[config.mk]
export PLATFORM = sky130hd
export DESIGN_NAME = seq_divider
export DESIGN_NICKNAME = d
export VERILOG_FILES = /design/src/rtl/seq_divider_pkg.sv /design/src/rtl/seq_divider_div_step.sv /design/src/rtl/seq_divider.sv
export SDC_FILE = /design/constraint.sdc
export NUM_CORES = 1
export LEC_CHECK = 0
export BUFFER_PORTS_ARGS = -buffer_cell sky130_fd_sc_hd__buf_4
export CORE_ASPECT_RATIO = 0.75
export CORE_MARGIN = 2
export CORE_UTILIZATION = 58
export CTS_CLUSTER_SIZE = 30
export DETAILED_ROUTE_END_ITERATION = 7
export PLACE_DENSITY = 0.85
export SLEW_MARGIN = 20
export SYNTH_ARGS = -nofsm -noshare
export SYNTH_HDL_FRONTEND = slang
export SYNTH_HIERARCHICAL = 1
export SYNTH_SLANG_ARGS = --single-unit
[constraint.sdc]
create_clock -name clk -period 6.05 [get_ports clk]
set_clock_uncertainty 0.15 [all_clocks]
set_input_delay 0.3025 -clock clk [delete_from_list [all_inputs] [get_ports clk]]
set_output_delay 0.3025 -clock clk [all_outputs]
set_load 0.1 [all_outputs]
[src/rtl/seq_divider_pkg.sv]
`default_nettype none
// ============================================================================
// Module   : seq_divider_pkg
// Brief    : Shared state encodings, default widths and helpers for seq_divider
// Revision : 1.0 - initial release
// ============================================================================
package seq_divider_pkg;

    localparam int c_dw_a_default = 24;
    localparam int c_dw_b_default = 12;

    localparam int                   c_state_w = 2;
    localparam logic [c_state_w-1:0] c_st_idle = 2'd0;
    localparam logic [c_state_w-1:0] c_st_run  = 2'd1;
    localparam logic [c_state_w-1:0] c_st_done = 2'd2;

    // Step counter width; never below one bit.
    function automatic int cnt_width(input int dw);
        return (dw > 1) ? $clog2(dw) : 1;
    endfunction

endpackage
`default_nettype wire

[src/rtl/seq_divider_div_step.sv]
`default_nettype none
// ============================================================================
// Module   : seq_divider_div_step
// Brief    : Combinational one-bit restoring division step
// Revision : 1.0 - initial release
// ============================================================================
module seq_divider_div_step #(
    parameter int DW_B = 12
) (
    input  logic [DW_B:0]   rem_in,
    input  logic            bit_in,
    input  logic [DW_B-1:0] b,
    output logic [DW_B-1:0] rem_out,
    output logic            q_bit
);

    logic [DW_B+1:0] w_shifted;
    logic [DW_B+1:0] w_diff;
    logic            w_unused;

    assign w_shifted = {rem_in, bit_in};
    assign w_diff    = w_shifted - {2'b00, b};
    assign q_bit     = (w_shifted >= {2'b00, b});
    // A restored remainder is always below b, so it fits in DW_B bits.
    assign rem_out   = q_bit ? w_diff[DW_B-1:0] : w_shifted[DW_B-1:0];
    assign w_unused  = ^{w_diff[DW_B+1:DW_B], w_shifted[DW_B+1:DW_B]};

endmodule
`default_nettype wire

[src/rtl/seq_divider.sv]
`default_nettype none
// ============================================================================
// Module   : seq_divider
// Brief    : Iterative radix-2 restoring divider, one quotient bit per clock,
//            valid/ready on both sides. Optional macro DIV_BYZERO_EN adds a
//            div0 flag and a single-cycle divide-by-zero shortcut.
// Revision : 1.0 - initial release
// ============================================================================
module seq_divider
    import seq_divider_pkg::*;
#(
    parameter int DW_A = c_dw_a_default,
    parameter int DW_B = c_dw_b_default
) (
    input  logic            clk,
    input  logic            rst,
    input  logic            in_valid,
    output logic            in_ready,
    input  logic [DW_A-1:0] a,
    input  logic [DW_B-1:0] b,
    output logic            out_valid,
    input  logic            out_ready,
    output logic [DW_A-1:0] q,
    output logic [DW_B-1:0] r
`ifdef DIV_BYZERO_EN
    ,
    output logic            div0
`endif
);

    localparam int                 c_cnt_w    = cnt_width(DW_A);
    localparam logic [c_cnt_w-1:0] c_cnt_load = c_cnt_w'(DW_A - 1);
    localparam logic [c_cnt_w-1:0] c_cnt_one  = c_cnt_w'(1);

    logic [c_state_w-1:0] r_state;
    logic                 r_in_ready;
    logic                 r_out_valid;
    logic [DW_A-1:0]      r_quo;
    logic [DW_B-1:0]      r_rem;
    logic [DW_B-1:0]      r_b;
    logic [c_cnt_w-1:0]   r_cnt;
    logic [DW_B-1:0]      w_rem_next;
    logic                 w_q_bit;

    // The dividend shifts out of the MSB while quotient bits shift into the LSB.
    seq_divider_div_step #(
        .DW_B (DW_B)
    ) u_step (
        .rem_in  ({1'b0, r_rem}),
        .bit_in  (r_quo[DW_A-1]),
        .b       (r_b),
        .rem_out (w_rem_next),
        .q_bit   (w_q_bit)
    );

`ifdef DIV_BYZERO_EN
    logic r_div0;
    assign div0 = r_div0;
`endif

    always_ff @(posedge clk) begin
        if (rst) begin
            r_state     <= c_st_idle;
            r_in_ready  <= 1'b0;
            r_out_valid <= 1'b0;
            r_quo       <= '0;
            r_rem       <= '0;
            r_b         <= '0;
            r_cnt       <= '0;
`ifdef DIV_BYZERO_EN
            r_div0      <= 1'b0;
`endif
        end else begin
            case (r_state)
                c_st_idle: begin
                    r_in_ready <= 1'b1;
                    if (in_valid && r_in_ready) begin
                        r_in_ready <= 1'b0;
                        r_quo      <= a;
                        r_rem      <= '0;
                        r_b        <= b;
                        r_cnt      <= c_cnt_load;
                        r_state    <= c_st_run;
`ifdef DIV_BYZERO_EN
                        r_div0     <= 1'b0;
                        if (b == '0) begin
                            r_quo       <= '1;
                            r_rem       <= a[DW_B-1:0];
                            r_div0      <= 1'b1;
                            r_out_valid <= 1'b1;
                            r_state     <= c_st_done;
                        end
`endif
                    end
                end
                c_st_run: begin
                    r_quo <= {r_quo[DW_A-2:0], w_q_bit};
                    r_rem <= w_rem_next;
                    if (r_cnt == '0) begin
                        r_out_valid <= 1'b1;
                        r_state     <= c_st_done;
                    end else begin
                        r_cnt <= r_cnt - c_cnt_one;
                    end
                end
                c_st_done: begin
                    if (out_ready) begin
                        r_out_valid <= 1'b0;
                        r_in_ready  <= 1'b1;
                        r_state     <= c_st_idle;
                    end
                end
                default: begin
                    r_out_valid <= 1'b0;
                    r_in_ready  <= 1'b0;
                    r_state     <= c_st_idle;
                end
            endcase
        end
    end

    assign in_ready  = r_in_ready;
    assign out_valid = r_out_valid;
    assign q         = r_quo;
    assign r         = r_rem;

endmodule
`default_nettype wire
==> impl_metrics.csv, run 1 <==
group,metric,value,unit
outcome,status,"finished, final reports clean",
setup_path,crit_path_end_kind,"flop",
setup_path,crit_type,"flop to flop",
clock_tree,clkTransAtPathRegs,0.06,ns
synth,synth_cells,386,
clock_tree,insertion_delay,0.34,ns
floorplanning,die_h,69.6,um
finish,drive_gt1_share,28.0,%
sta,max_slew_margin,27.3,%
placed_design,hpwlAfterDp,6.06,mm
global_route,grt_max_degree,48,
clock_tree,hold_buffers,0,
power,ir_worst_vdd,204,uV
setup_path,timing.critical_path.arrival,3.28,ns
global_route,grt_util_met1,38.8,%
sta,tightest_slew,1.09,ns
synth,yosysSeqAreaShare,34.2,%
global_route,met3_usage,6.85,%
setup_path,critPathLaunchType,"flop",
placed_design,io_buffers,77,
drt,wl_per_cell,16.9,um
clock_tree,cts_sinks,57,
drt,routed_wl,8.85,mm
synth,synth_compound_area_share,33.3,%
clock_tree,cts_resized,0,
synth,avgSynthCellArea,8.63,um2
synth,synthMuxAreaShare,1.20,%
min_path,min_path_type,"input port to flop",
clock_tree,cts_buffers,9,
floorplanning,die_w,91.5,um
drt,vias,3159,
sta,min_period_over_period,53.0,%
placed_design,place.gp.congestion,0.874,
global_route,grt_overflow,0,
clock_tree,cts_tree,"built",
floorplanning,coreArea,5440,um2
global_route,grt_pass1_wl,14.1,mm
synth,yosys.cell_types.count,55,
floorplanning,dieArea,6370,um2
power,total_power,0.00148,W
finish,antennaDiodeCount,0,
synth,synth-async-reset-ratio,0,%
finish,area_delta_synth_final,21.0,%
clock_tree,htreeDepth,3,
global_route,use_met2,41.1,%
synth,ys_seq_elements,57,
sta,min_period,3.20,ns
drt,drt-initial-drc-count,230,
synth,ys_warn_count,6,
sta,setup_viol,0,
setup_path,cp.required,6.13,ns
synth,synth-adder-area-share,5.48,%
floorplanning,start_util,61.3,%
finish,final_nets,500,
synth,synth_flop_cell,"dfxtp_1",
synth,syn_nets,440,
synth,synth_top_family_by_area,"compound AO/OA/AOI/OAI gates",
synth,syn-cell-area,3330,um2
global_route,grt_usage,27.6,%
drt,drc,0,
power,power_density,367,nW/um2
clock_tree,cts_root_buffer,"clkbuf_8",
global_route,antenna_found_initial,0,
drt,ant_nets,0,
floorplanning,io_pins,78,
flow_run,cap_violations,0,
sta,final_max_slew_viol_count,0,
sta,tns,0,ns
clock_tree,post-cts-setup-buffer-count,0,
sta,finalHoldViolCount,0,
synth,synth_simple_gate_area_share,17.1,%
floorplanning,fp-row-count,23,
drt,drtPass1Iterations,4,
global_route,grt-busiest-layer,"met2",
synth,synth_enable_flop_cells,0,
drt,via_per_inst,6.02,
sta,clock.fmax,312,MHz
setup_path,worst-path-max-fanout,11,
global_route,grt_pass1_vias,2908,
clock_tree,cts_buffer_depth,2,
synth,synthXorXnorAreaFrac,1.05,%
sta,rsz0062_at_grt,"false",
power,p_leak,1.68,nW
## cell usage in the layout (no fill, tap or decap), types with 3 or more instances in the layout
cell	synthesis	final
nor3_1	4	4
a22o_1	13	13
o21ai_0	4	4
a31o_1	3	3
o21a_1	7	7
a21oi_1	48	48
nand3_1	12	12
inv_1	21	21
dfxtp_1	57	57
a21o_1	5	5
a31oi_1	3	3
ha_1	13	13
nand2_1	82	82
a311oi_2	20	20
nand2b_1	4	4
a311oi_1	4	4
nor2_1	9	9
buf_4	2	77
clkbuf_8	0	11
o31ai_4	5	5
o21ai_1	4	4
## routing by layer
layer / part of all wire [%] / up-vias
met3: 6.8 / 13
met2: 46 / 119
li1: - / 1511
met1: 46 / 1516
met5: 0 / -
met4: 1.5 / 0
## flip-flops by register name, summed over array words and instances (netlist names)
register,cells
q,24
r,12
r_b,12
r_cnt,5
r_state,2
in_ready,1
out_valid,1
## cell families (layout without fill, tap and decap cells)
kind of cell	count (synthesis)	count (layout)
AOI/OAI and AO/OA	131	131
xor gates and xnor gates	4	4
adders and majority gates	14	14
buffers and inverters	50	114
DFF	57	57
muxes	3	3
other	1	1
and+or+nand+nor	126	126
## power by group
| part | internal [W] | switching, W | leakage, nW |
|---|---|---|---|
| combinational | 0.000216 | 0.000458 | 1.11 |
| clock | 0.000209 | 0.000149 | 0.102 |
| sequential | 0.000415 | 0.0000348 | 0.467 |
## worst max-delay path: stages (launching register included)
cell,delay (ns)
dfxtp_1,0.33
inv_1,0.05
ha_1,0.36
a21o_1,0.23
a31o_1,0.26
a31oi_1,0.71
and2_4,0.42
inv_2,0.09
mux2_4,0.30
a22o_1,0.20
## cell type report
cell class                 instances  area [um2]
multi-input combinational        279        1940
fill                             426        1410
sequential                        57        1140
timing repair buffer              77         578
clock buffer                      12         155
tap                               75        93.8
inverter                          22        82.6
clock inverter                     3        40.0
## through the flow
step | instances | util [%] | instance area (um2) | worst slack, ns | hold WS (ns)
after floorplan | 386 | - | 3330 | 2.87 | 0.286
after global placement | 510 | 70.6 | 3840 | 2.99 | 0.295
after detailed placement | 510 | 70.6 | 3840 | 2.93 | 0.297
after CTS | 525 | 74.1 | 4030 | 2.90 | 0.0514
after global routing | 525 | 74.1 | 4030 | 2.71 | 0.0610
final | 525 | 74.1 | 4030 | 2.85 | 0.0638
## synthesized netlist by cell type, types with 5 or more instances
library cell,instances,area (um2)
a21o_1,5,37.5
a21oi_1,48,240
a22o_1,13,114
a311oi_2,20,300
buf_2,13,65.1
buf_6,5,56.3
clkbuf_1,7,26.3
dfxtp_1,57,1140
ha_1,13,163
inv_1,21,78.8
nand2_1,82,308
nand3_1,12,60.1
nor2_1,9,33.8
o21a_1,7,52.6
o31ai_4,5,106
## final timing paths
path	startpoint	to	slack [ns]	cells past startpoint
setup / recovery	r_b[7]	r[4]	2.85	9
hold / removal	b[0]	r_b[0]	0.06	3
setup reg to reg	r_b[7]	r[4]	2.85	9
hold reg to reg	r_b[9]	r_b[9]	0.30	2
Power figures use the tool's default switching activity.
==> run 2: changes to the inputs <==
--- a/config.mk
+++ b/config.mk
@@ -8,10 +8,10 @@
 export BUFFER_PORTS_ARGS = -buffer_cell sky130_fd_sc_hd__buf_4
 export CORE_ASPECT_RATIO = 0.75
 export CORE_MARGIN = 2
-export CORE_UTILIZATION = 58
+export CORE_UTILIZATION = 49
 export CTS_CLUSTER_SIZE = 30
 export DETAILED_ROUTE_END_ITERATION = 7
-export PLACE_DENSITY = 0.85
+export PLACE_DENSITY = 0.77
 export SLEW_MARGIN = 20
 export SYNTH_ARGS = -nofsm -noshare
 export SYNTH_HDL_FRONTEND = slang
==> constraint.sdc (replaced) <==
create_clock -name clk -period 2.7 [get_ports clk]
set_clock_uncertainty 0.15 [all_clocks]
set_input_delay 0.135 -clock clk [delete_from_list [all_inputs] [get_ports clk]]
set_output_delay 0.135 -clock clk [all_outputs]
set_load 0.1 [all_outputs]
==> impl_metrics.csv, run 2 (synthesis results as in run 1) <==
group,metric,value,unit
outcome,status,"finished, final reports clean",
power,ir_worst_vdd,383,uV
global_route,use_met2,45.9,%
floorplanning,fp-row-count,25,
setup_path,reg2reg_from,"q[23]",
power,power_density,762,nW/um2
drt,vias,3346,
drt,drc,0,
min_path,worstHoldEndpoint,"r_state[1]",
clock_tree,cts_sinks,57,
min_path,min_path_type,"input port to flop",
finish,final_nets,547,
setup_path,critPathLaunchType,"flop",
setup_path,cp_top_family,"compound AO/OA/AOI/OAI gates",
floorplanning,die_h,75.4,um
global_route,grt_overflow,0,
power,p_sw,0.00148,W
placed_design,place.gp.congestion,0.889,
sta,min_period_over_period,93.9,%
finish,drive_gt1_share,29.9,%
drt,routed_wl,9.63,mm
global_route,grt_max_degree,48,
setup_path,critical_path_buf_inv_count,2,
sta,finalHoldViolCount,0,
setup_path,reg2reg_depth,10,
sta,setup_viol,0,
floorplanning,coreArea,6440,um2
power,seqPwrFrac,29.4,%
global_route,met3_usage,7.25,%
floorplanning,die_w,99.2,um
clock_tree,htreeDepth,3,
finish,final_common_cell,"buf_4",
global_route,grt_pass1_wl,15.5,mm
clock_tree,post-cts-setup-buffer-count,0,
finish,layout_common_cells,"buf_4 (87), nand2_1 (82), a21oi_1 (48)",
sta,rsz0062_at_grt,"false",
sta,final_max_slew_viol_count,0,
floorplanning,io_pins,78,
placed_design,hpwlAfterDp,6.08,mm
setup_path,path_cells,"inv_1 > ha_1 > fa_2 > nor2b_2 > o31ai_2 > a311o_1 > and2_4 > inv_2 > mux2_4 > a22o_1",
drt,via_per_inst,5.78,
finish,seqCellArea,1160,um2
drt,drt-initial-drc-count,225,
sta,clock.fmax,394,MHz
drt,wl_per_cell,16.6,um
setup_path,crit_path_max_incr_delay,0.37,ns
clock_tree,insertion_delay,0.34,ns
placed_design,placed_cell_area,3940,um2
power,total_power,0.00344,W
clock_tree,cts_buffer_depth,2,
finish,area_delta_synth_final,35.6,%
min_path,hold_start,"rst",
floorplanning,start_util,51.7,%
setup_path,cp.required,2.78,ns
floorplanning,dieArea,7480,um2
global_route,grt_pass1_vias,3270,
power,comb_power_share,46.6,%
global_route,antenna_found_initial,0,
power,p_leak,1.89,nW
power,clkPwrFrac,24.0,%
global_route,grt-busiest-layer,"met2",
finish,antennaDiodeCount,0,
sta,tightest_slew,0.902,ns
drt,ant_nets,0,
flow_run,cap_violations,0,
setup_path,crit_slowest_cell,"fa_2",
finish,fin_area,4520,um2
sta,max_slew_margin,39.6,%
setup_path,crit_type,"flop to flop",
setup_path,rrSetupSlack,0.16,ns
min_path,hold_path_depth,2,
placed_design,post-place-cells,526,
finish,stdcell_count,579,
setup_path,worst-path-max-fanout,4,
finish,multi_input_area,1950,um2
drt,drtPass1Iterations,4,
placed_design,io_buffers,77,
finish,largest_register_ffs,24,
sta,min_period,2.54,ns
clock_tree,cts_tree,"built",
power,swShare,42.9,%
setup_path,crit_path_end_kind,"flop",
sta,tns,0,ns
global_route,grt_util_met1,32.3,%
setup_path,timing.critical_path.arrival,2.61,ns
finish,nFillCells,502,
clock_tree,cts_root_buffer,"clkbuf_8",
global_route,grt_usage,26.5,%
power,p_int,0.00197,W
clock_tree,clkTransAtPathRegs,0.06,ns
clock_tree,cts_buffers,9,
setup_path,timing.rr.end,"r[6]",
## run 2: cell types whose count changed in the layout (fill, tap and decap cells not counted), moves of 2 or more
cell           change
dlygate4sd3_1     +37
buf_4             +10
dfxtp_1           -10
dfxtp_2            +8
clkbuf_8           -2
dfxtp_4            +2
## run 2: how the worst max path moves through the flow
stage | from | to | cells after the start | slack (ns)
6_report | q[23] | r[6] | 10 | 0.16
5_1_grt | q[23] | r[6] | 10 | 0.05
2_1_floorplan | q[23] | r[6] | 10 | 0.006
3_3_place_gp | q[23] | r[4] | 10 | 0.16
4_1_cts | q[23] | r[6] | 10 | 0.07
3_5_place_dp | q[23] | r[6] | 10 | 0.11
## run 2: stage by stage
step | worst slack [ns] | hold slack (ns) | util (%)
after detailed placement | 0.111 | 0.242 | 61.1
after floorplan | 0.00605 | 0.121 | -
after CTS | 0.0735 | 0.145 | 70.0
after global routing | 0.0464 | 0.161 | 70.1
after global placement | 0.164 | 0.235 | 61.1
final | 0.165 | 0.164 | 70.1
## run 2: worst reg2reg max path: cells and delay by family, from the launching register on
kind                       cells  cell delay, ns
and+or+nand+nor                2            0.32
adders and majority gates      2            0.58
buffers and inverters          2            0.12
DFF                            1            0.36
muxes                          1            0.30
AOI/OAI and AO/OA              3            0.61
## run 2: power groups by stage
stage / Combinational (W) / Sequential (W) / Clock, W
after floorplan: 0.000783 / 0.00148 / 0
after global placement: 0.00151 / 0.00102 / 0
after detailed placement: 0.00154 / 0.00103 / 0
after CTS: 0.00159 / 0.00101 / 0.000841
after global routing: 0.00170 / 0.00102 / 0.000884
final: 0.00160 / 0.00101 / 0.000826
## run 2: area by class of cell
class                           count  share of cell area [%]
Multi-Input combinational cell    279                    43.1
Tap cell                           81                    2.24
Clock buffer                       11                    3.38
Clock inverter                      5                    1.16
Sequential cell                    57                    25.6
Timing Repair Buffer              124                    22.7
Inverter                           22                    1.83
## run 2: repair_timing
item                       4_1_cts  5_1_grt
setup endpoints to repair        0        7
hold endpoints to repair        37        0
resized for setup                0        2
hold buffers                    37        0
## run 2: routing by layer
layer	vias to the layer above	wire length, um
met5	-	0
met4	0	155
met3	16	491
met2	118	4810
met1	1601	4170
li1	1611	-
